--- src/rtl/add_serial.sv ---
// ============================================================================
// Module   : add_serial
// Brief    : Bit-serial WIDTH-bit adder driving a single add_1bit full adder.
// Revision : 1.0 - initial release
// ============================================================================
`default_nettype none

module add_serial #(
    parameter int WIDTH = 8
) (
    input  logic             CLK,
    input  logic             RST,
    input  logic             START,
    input  logic [WIDTH-1:0] A,
    input  logic [WIDTH-1:0] B,
    input  logic             C_IN,
    output logic             BUSY,
    output logic             DONE,
    output logic [WIDTH-1:0] SUM,
    output logic             C_OUT,
    output logic             OVF
);

    localparam int            CNT_W    = $clog2(WIDTH + 1);
    localparam logic [CNT_W-1:0] LAST_CNT = CNT_W'(WIDTH - 1);

    typedef enum logic [1:0] {
        IDLE = 2'd0,
        RUN  = 2'd1,
        FIN  = 2'd2
    } state_t;

    state_t             state;
    state_t             state_nxt;
    logic               accept;
    logic               last_bit;

    logic [WIDTH-1:0]   a_sr;
    logic [WIDTH-1:0]   b_sr;
    // Bit 0 of the working result would only ever be shifted out, so it is not kept.
    logic [WIDTH-1:1]   s_sr;
    logic               carry;
    logic [CNT_W-1:0]   cnt;

    logic               z_bit;
    logic               cout_bit;
    logic [WIDTH-1:0]   s_next;

    add_1bit u_add_1bit (
        .X     (a_sr[0]),
        .Y     (b_sr[0]),
        .C_IN  (carry),
        .Z     (z_bit),
        .C_OUT (cout_bit)
    );

    assign s_next = {z_bit, s_sr};

    always_comb begin
        state_nxt = state;
        accept    = 1'b0;
        last_bit  = 1'b0;
        case (state)
            IDLE: begin
                if (START) begin
                    accept    = 1'b1;
                    state_nxt = RUN;
                end
            end
            RUN: begin
                if (cnt == LAST_CNT) begin
                    last_bit  = 1'b1;
                    state_nxt = FIN;
                end
            end
            FIN: begin
                if (START) begin
                    accept    = 1'b1;
                    state_nxt = RUN;
                end else begin
                    state_nxt = IDLE;
                end
            end
            default: state_nxt = IDLE;
        endcase
    end

    always_ff @(posedge CLK) begin
        if (RST) begin
            state <= IDLE;
            a_sr  <= '0;
            b_sr  <= '0;
            s_sr  <= '0;
            carry <= 1'b0;
            cnt   <= '0;
            SUM   <= '0;
            C_OUT <= 1'b0;
            OVF   <= 1'b0;
        end else begin
            state <= state_nxt;
            if (accept) begin
                a_sr  <= A;
                b_sr  <= B;
                carry <= C_IN;
                cnt   <= '0;
            end else if (state == RUN) begin
                a_sr  <= {1'b0, a_sr[WIDTH-1:1]};
                b_sr  <= {1'b0, b_sr[WIDTH-1:1]};
                s_sr  <= s_next[WIDTH-1:1];
                carry <= cout_bit;
                cnt   <= cnt + CNT_W'(1);
            end
            // On the last bit, carry still holds the carry into the MSB.
            if (last_bit) begin
                SUM   <= s_next;
                C_OUT <= cout_bit;
                OVF   <= carry ^ cout_bit;
            end
        end
    end

    assign BUSY = (state == RUN);
    assign DONE = (state == FIN);

endmodule

// ============================================================================
// Module   : add_1bit
// Brief    : Single-bit full adder cell.
// Revision : 1.0 - initial release
// ============================================================================
module add_1bit (
    input  logic X,
    input  logic Y,
    input  logic C_IN,
    output logic Z,
    output logic C_OUT
);

    assign Z     = X ^ Y ^ C_IN;
    assign C_OUT = (X & Y) | (X & C_IN) | (Y & C_IN);

endmodule

`default_nettype wire

--- config.mk ---
export PLATFORM = sky130hd
export DESIGN_NAME = add_serial
export DESIGN_NICKNAME = d
export VERILOG_FILES = /design/src/rtl/add_serial.sv
export SDC_FILE = /design/constraint.sdc
export NUM_CORES = 1
export LEC_CHECK = 0
export BUFFER_PORTS_ARGS = -buffer_cell sky130_fd_sc_hd__buf_2
export CAP_MARGIN = 40
export CORE_UTILIZATION = 53
export DETAILED_ROUTE_END_ITERATION = 16
export PLACE_DENSITY = 0.77
export SLEW_MARGIN = 25
export SYNTH_ARGS = -nofsm -noshare
export SYNTH_HDL_FRONTEND = slang
export SYNTH_HIERARCHICAL = 1
export SYNTH_SLANG_ARGS = --single-unit
--- constraint.sdc ---
create_clock -name CLK -period 1.9 [get_ports CLK]
set_input_delay 0.095 -clock CLK [delete_from_list [all_inputs] [get_ports CLK]]
set_output_delay 0.095 -clock CLK [all_outputs]
set_load 0.03 [all_outputs]
# Word level (Yosys, flattened, before mapping)
# Index checks and enable logic that the tools add are counted.
# word_totals
word_cells,44
reg_bits,40
output_inout_bits,12
in_bits,20
# op_classes
bitwise_logic,9
n_mux,14
n_eq_ne,5
n_reduce_logical,6
addsub,1
# op_table
op,n
$mux W8,4
$mux W1,7
$pmux W2 S3,1
$add A4 B1 Y4 const B,1
$eq A4 B3 Y1 const B,1
$mux W2,2
$reduce_and A2 Y1,2
$reduce_or A2 Y1,2
$and A1 B1 Y1,3
$xor A1 B1 Y1,3
$eq A2 B1 Y1 const B,1
$eq A2 B2 Y1 const B,1
$logic_not A2 Y1,1
$ne A2 B1 Y1 const B,1
$ne A2 B2 Y1 const B,1
$or A1 B1 Y1,2
$reduce_bool A2 Y1,1
$not A1 Y1,1

# Depth between registers and ports, before layout
# Gate-level depths: netlist of the first run.
# logic_depth
word_depth,5
depth_mapped,5
depth_no_buf,4

# Hierarchy
# The synthesis of the first run kept the hierarchy.
# modules_own_cells
module,area_each_um2,cells_each,instances,seq_area_each_um2
add_serial,1592.8,184,1,800.8
add_1bit,20.0,1,1,0.0

# Worst setup path before layout of the first run
# No wires, ideal clock.
# synth_path
path_kind,reg-to-reg
start,register a_sr[0]
end,register OVF
setup_time_ns,0.122
path_buffers,0
setup_slack_ns,0.574
t_arrival_ns,1.204
stages_incl_launch_ff,4
required_ns,1.778
synth_period_minus_slack_ns,1.326
cell_sequence,dfxtp_1 > fa_1 > xor2_1 > o311a_1
# synth_via
elab_chain_len,4
word_cells_on_any_way,5
cone_classes,bitwise: 5
# synth_rtl
element,line,text
from (decl),38,logic [WIDTH-1:0] a_sr;
from (signal assigned),107,"a_sr <= {1'b0, a_sr[WIDTH-1:1]};"
$and A1 B1 Y1,141,assign C_OUT = (X & Y) | (X & C_IN) | (Y & C_IN);
$or A1 B1 Y1 (*) (2 in series),141,
net cout_bit,46,logic cout_bit;
$xor A1 B1 Y1 (*),117,OVF <= carry ^ cout_bit;
to (signal assigned),117,
to (decl),21,output logic OVF
# The timed path passes the listed nets; every way through them passes the cells marked *.
# A chain may end at the register's enable or synchronous reset.

# Worst setup path after layout of the first run
# layout_path
start,register state[0]
end,output port BUSY
# layout_via
elab_chain_len,1
# layout_rtl
element,line,text
from (decl),33,state_t state;
from (signal assigned),100,state <= state_nxt;
$eq A2 B1 Y1,122,assign BUSY = (state == RUN);
to (decl),17,"output logic BUSY,"
# Every way passes these cells.

==> flow_metrics.py, run 1 <==
metrics = {
    "timing": {
        "fin_crit_sh_pct": 85.3,
        "setup_viol": 0,
        "worst_pin_slew_ns": 0.688,
        "fin_setup_tns_ns": 0,
        "rsz0062_at_grt": "false",
        "finalMaxSlewViolations": 0,
        "max_slew_margin_pct": 53.8,
        "whs_ns": 0.0491,
        "fmax_mhz": 617,
        "finalHoldViolCount": 0,
        "period_needed_ns": 1.62,
        "finClkSkew_ns": 0.0131,
    },
    "detailed_routing": {
        "wl_per_cell_um": 13.2,
        "drc": 2,
        "wl_um": 3260,
        "firstDrtPassIters": 10,
        "dr.max_layer_used": "met4",
        "antenna_left": 0,
        "drtIter0Drc": 61,
        "wl_met1_um": 1400,
        "met2WireLength_um": 1630,
        "via_per_inst": 5.67,
        "vias": 1401,
        "dr_wl_met3_um": 163,
    },
    "synthesis": {
        "yosysSeqAreaShare_pct": 49.7,
        "synth_area_um2": 1610,
        "ys_types": 29,
        "syn-mean-instance-area_um2": 8.72,
        "ys_ff_latch": 40,
        "synthCells": 185,
        "synth_warnings": 6,
        "syn_nets": 207,
    },
    "global_routing": {
        "grt-ovfl-total": 0,
        "antenna_found_initial": 0,
        "grt_pass1_wl_um": 5670,
        "grt_pass1_vias": 1324,
        "grt_max_degree": 29,
        "grtUsageTotal_pct": 22.5,
    },
    "cells_and_area": {
        "post-route-util_pct": 66.5,
        "area.sequential_um2": 801,
        "area.growth.synth_to_final_pct": 16.7,
        "fin_nets": 238,
        "drive_above_1_share_pct": 20.4,
        "multi_input_area_um2": 742,
        "num_antenna_cells": 0,
        "fill_cells": 243,
    },
    "die": {
        "die_w_um": 57.2,
        "core-area_um2": 2830,
        "rows": 19,
        "fp.dieArea_um2": 3270,
        "start_util_pct": 57.0,
        "io_pins": 32,
        "die_h_um": 57.2,
    },
    "flow_run": {
        "maxCapViolations": 0,
    },
    "clock_network": {
        "cts_root_buf": "clkbuf_4",
        "cts_sinks": 40,
        "cts_tree": "yes",
        "cts_buffer_depth": 2,
        "htreeDepth": 2,
        "numCtsBuffers": 5,
        "clk_latency_ns": 0.33,
        "cts.clk_slew.worst_paths_ns": 0.12,
    },
    "critical_path": {
        "path_max_fanout": 27,
        "path_class": "register to output pin",
        "worst_setup_path_start_kind": "register",
        "worstPathRequired_ns": 1.80,
        "reg2reg_from": "a_sr[0]",
        "crit_path_end_kind": "output pin",
        "crit_start": "state[0]",
        "arrival_ns": 1.52,
    },
    "min_path": {
        "hold_path_startpoint": "B[7]",
        "hold_path.class": "primary input to register",
    },
    "run_status": {
        "status": "finished, violations left",
        "violations": "DRC",
    },
    "power": {
        "worst_ir_drop_vdd_mv": 0.589,
        "p_leak_nw": 0.751,
        "power_density_nw_per_um2": 926,
    },
    "placement": {
        "dpl.hpwl_um": 2140,
        "port_buffers": 31,
        "place_congestion": 0.705,
    },
}
[cells in the mapped netlist]
cell / number / area [um^2]
nor3_1: 13 / 65.1
o22ai_1: 4 / 25.0
a31oi_1: 8 / 50.1
and2b_1: 1 / 7.51
fa_1: 1 / 20.0
a22oi_1: 3 / 22.5
dfxtp_1: 40 / 801
xor2_1: 2 / 17.5
a21oi_1: 12 / 60.1
or3_1: 1 / 6.26
buf_4: 3 / 22.5
o311a_1: 1 / 10.0
nand2_1: 49 / 184
clkbuf_1: 4 / 15.0
nand3_1: 5 / 25.0
buf_2: 5 / 25.0
mux2i_1: 11 / 110
a211oi_1: 1 / 7.51
xnor2_1: 1 / 8.76
ha_1: 1 / 12.5
nor2_8: 1 / 20.0
o21ai_0: 9 / 45.0
nor2b_1: 1 / 6.26
nand2b_1: 2 / 12.5
o21bai_1: 1 / 7.51
clkinv_1: 1 / 3.75
nor2_1: 1 / 3.75
inv_2: 1 / 3.75
nand3b_1: 2 / 15.0
[per-layer routing]
layer  GRT usage (%)  vias up
li1                -      704
met1            26.2      643
met2            40.5       47
met3            6.12        7
met4            6.62        0
met5               0        -
[where the power goes]
| group | internal [W] | switching [W] |
|---|---|---|
| Clock | 0.000403 | 0.000261 |
| Sequential | 0.000876 | 0.0000234 |
| Combinational | 0.0000682 | 0.000110 |
[cell type report]
type / count / area share [%]
clock buffers: 5 / 1.99
clock inverters: 2 / 3.19
inverters: 2 / 0.399
multi-input cells: 131 / 39.4
flip-flops and latches: 40 / 42.6
well taps: 31 / 2.06
repair buffers: 36 / 10.4
[placed cells by master, fill, tap and decap left out, types with 2 or more instances in the layout]
cell type / n
nand2_1: 49
dfxtp_1: 40
buf_2: 31
nor3_1: 13
a21oi_1: 12
mux2i_1: 11
o21ai_0: 9
a31oi_1: 8
nand3_1: 5
clkbuf_4: 5
o22ai_1: 4
buf_4: 4
a22oi_1: 3
nand2b_1: 2
nand3b_1: 2
xor2_1: 2
bufinv_16: 2
[registers in the layout, summed over array words and instances (netlist names)]
name   flops
SUM        8
a_sr       8
b_sr       8
cnt        4
C_OUT      1
s_sr       7
OVF        1
carry      1
state      2
[cell families after synthesis]
family,Yosys count,synth area share [%]
fa+ha+maj,2,2.02
xor+xnor,3,1.63
mux,11,6.83
buf+inv,14,4.34
compound gates,39,14.1
simple gates,76,21.4
flops,40,49.7
[worst max-delay path, cell delays in order, from the launching register on]
cell and delay (ns):
dfxtp_1 0.42, nand2b_1 0.12, inv_2 0.37, buf_2 0.29
[metrics by stage]
step           total power [W]  cells  cell area [um^2]  worst slack [ns]
6_report               0.00174    247              1880             0.280
5_1_grt                0.00181    247              1880             0.165
4_1_cts                0.00175    247              1880             0.275
3_5_place_dp           0.00109    239              1770             0.469
3_3_place_gp           0.00108    239              1770             0.555
2_1_floorplan          0.00104    185              1610             0.574
[worst paths after layout]
check / end / slack (ns) / depth (start not counted)
max: BUSY / 0.28 / 3
min: b_sr[7] / 0.05 / 3
max reg2reg: OVF / 0.46 / 3
min reg2reg: s_sr[2] / 0.46 / 2
[timing repair]
item / CTS / global route
buffers inserted: 0 / 0
hold buffers: 1 / 0
hold endpoints to repair: 1 / 0
resized for setup: 0 / 0
(Power assumes the default switching activity.)
==> run 2, diff against run 1 <==
--- a/config.mk
+++ b/config.mk
@@ -8,10 +8,12 @@
 export BUFFER_PORTS_ARGS = -buffer_cell sky130_fd_sc_hd__buf_2
 export CAP_MARGIN = 40
 export CORE_UTILIZATION = 53
+export CTS_CLUSTER_SIZE = 14
 export DETAILED_ROUTE_END_ITERATION = 16
-export PLACE_DENSITY = 0.77
+export PLACE_DENSITY_LB_ADDON = 0.3
 export SLEW_MARGIN = 25
 export SYNTH_ARGS = -nofsm -noshare
 export SYNTH_HDL_FRONTEND = slang
 export SYNTH_HIERARCHICAL = 1
 export SYNTH_SLANG_ARGS = --single-unit
+export TNS_END_PERCENT = 1
==> run 2 against run 1 <==
The flow now finishes without violations. Setup slack better by 0.012 ns. Combinational power fell by 3%. Critical path depth is the same. Sequential power about the same. Worst hold slack got worse by 0.034 ns. Fmax up 0.72%. Clock skew increased by 0.011 ns. Power is 14% lower. Largest cell class unchanged.
==> flow_metrics.py, run 2 (synthesized netlist as in run 1, its figures left out) <==
metrics = {
    "run_status": {
        "status": "complete, no violations",
    },
    "cells_and_area": {
        "num_antenna_cells": 0,
        "drive_above_1_share_pct": 19.4,
        "multi_input_area_um2": 742,
        "mostFrequentLayoutCell": "nand2_1",
        "final_cell_mix": "nand2_1 (49), dfxtp_1 (40), buf_2 (31)",
        "fin_nets": 237,
        "area.growth.synth_to_final_pct": 13.5,
        "area.sequential_um2": 801,
        "fill_cells": 248,
        "top_regs": "SUM (8), a_sr (8), b_sr (8)",
    },
    "clock_network": {
        "cts_sinks": 40,
        "cts.clk_slew.worst_paths_ns": 0.13,
        "numCtsBuffers": 5,
        "post_cts_buffers": 0,
        "htreeDepth": 2,
        "clk_latency_ns": 0.35,
        "cts_resized": 0,
        "cts_tree": "yes",
        "cts_root_buf": "clkbuf_4",
        "cts_buffer_depth": 2,
        "ctsHoldBuffers": 1,
    },
    "detailed_routing": {
        "via_per_inst": 5.56,
        "wl_um": 3200,
        "vias": 1373,
        "wl_per_cell_um": 12.9,
        "drtIter0Drc": 62,
        "antenna_left": 0,
        "drc": 0,
        "firstDrtPassIters": 5,
    },
    "critical_path": {
        "crit_path_end_kind": "output pin",
        "slowest_delay_ns": 0.40,
        "worst_setup_path_start_kind": "register",
        "worstPathRequired_ns": 1.80,
        "arrival_ns": 1.51,
        "crit_path_cell_trace": "nand2b_1 -> inv_2 -> buf_2",
        "path_max_fanout": 27,
        "path_class": "register to output pin",
        "cp_slowest_cell": "dfxtp_1",
    },
    "timing": {
        "finalMaxSlewViolations": 0,
        "whs_ns": 0.0149,
        "fin_setup_tns_ns": 0,
        "max_slew_margin_pct": 49.1,
        "rsz0062_at_grt": "false",
        "worst_pin_slew_ns": 0.764,
        "fmax_mhz": 622,
        "finClkSkew_ns": 0.0238,
        "setup_viol": 0,
        "fin_ws_ns": 0.292,
        "period_needed_ns": 1.61,
        "finalHoldViolCount": 0,
        "fin_crit_sh_pct": 84.6,
    },
    "die": {
        "die_h_um": 57.2,
        "rows": 19,
        "fp.dieArea_um2": 3270,
        "die_w_um": 57.2,
        "io_pins": 32,
        "start_util_pct": 57.0,
        "core-area_um2": 2830,
    },
    "placement": {
        "dp_slack_ns": 0.432,
        "dpl.hpwl_um": 2160,
        "port_buffers": 31,
        "place_congestion": 0.737,
    },
    "global_routing": {
        "grt_pass1_vias": 1299,
        "grtUsageTotal_pct": 22.2,
        "grt-ovfl-total": 0,
        "grt_max_degree": 29,
        "antenna_found_initial": 0,
        "grt_pass1_wl_um": 5520,
    },
    "power": {
        "clkPwrFrac_pct": 28.2,
        "power_density_nw_per_um2": 816,
        "switching_power_w": 0.000403,
        "p_leak_nw": 0.724,
        "worst_ir_drop_vdd_mv": 0.603,
        "pwr-share-comb_pct": 11.6,
        "pwr-share-seq_pct": 60.2,
        "p_int_w": 0.00109,
        "switching_share_pct": 27.0,
    },
    "flow_run": {
        "maxCapViolations": 0,
    },
    "min_path": {
        "hold_path.class": "primary input to register",
    },
}
-- run 2: final cells by class --
type | instances | share of cell area [%]
Timing Repair Buffer | 35 | 10.3
Inverter | 2 | 0.410
Tap cell | 31 | 2.12
Clock buffer | 7 | 2.46
Multi-Input combinational cell | 131 | 40.5
Clock inverter | 1 | 0.478
Sequential cell | 40 | 43.7
-- run 2: per-stage QoR --
stage / utilization, % / cells / total power, W / instance area, um^2
after detailed placement: 62.5 / 238 / 0.00109 / 1770
after CTS: 64.7 / 247 / 0.00150 / 1830
after global placement: 62.5 / 238 / 0.00108 / 1770
final: 64.7 / 247 / 0.00149 / 1830
after global routing: 64.7 / 247 / 0.00157 / 1830
after floorplan: - / 185 / 0.00104 / 1610
-- run 2: critical path: cells and delay by family (launching register included) --
kind                   cells  cell delay (ns)
buffers and inverters      2             0.65
DFF                        1             0.40
and+or+nand+nor            1             0.12
-- run 2: power by group through the flow --
stage | registers (W) | logic, W | clock network [W]
finish | 0.000899 | 0.000173 | 0.000420
CTS | 0.000899 | 0.000173 | 0.000427
detailed placement | 0.000918 | 0.000171 | 0
floorplan | 0.000912 | 0.000130 | 0
global route | 0.000906 | 0.000197 | 0.000465
global placement | 0.000916 | 0.000165 | 0
-- run 2: routing by layer --
| metal | track usage, % | share of wire [%] |
|---|---|---|
| met5 | 0 | 0 |
| met4 | 7.32 | 1.2 |
| met3 | 7.26 | 5.2 |
| met2 | 40.0 | 51 |
| met1 | 24.6 | 43 |
-- run 2: worst paths after layout --
path	start	to	slack [ns]	cells past startpoint
min reg2reg	SUM[4]	SUM[4]	0.46	2
max reg2reg	state[0]	b_sr[2]	0.41	3
max	state[0]	BUSY	0.29	3
min	A[2]	a_sr[2]	0.01	3
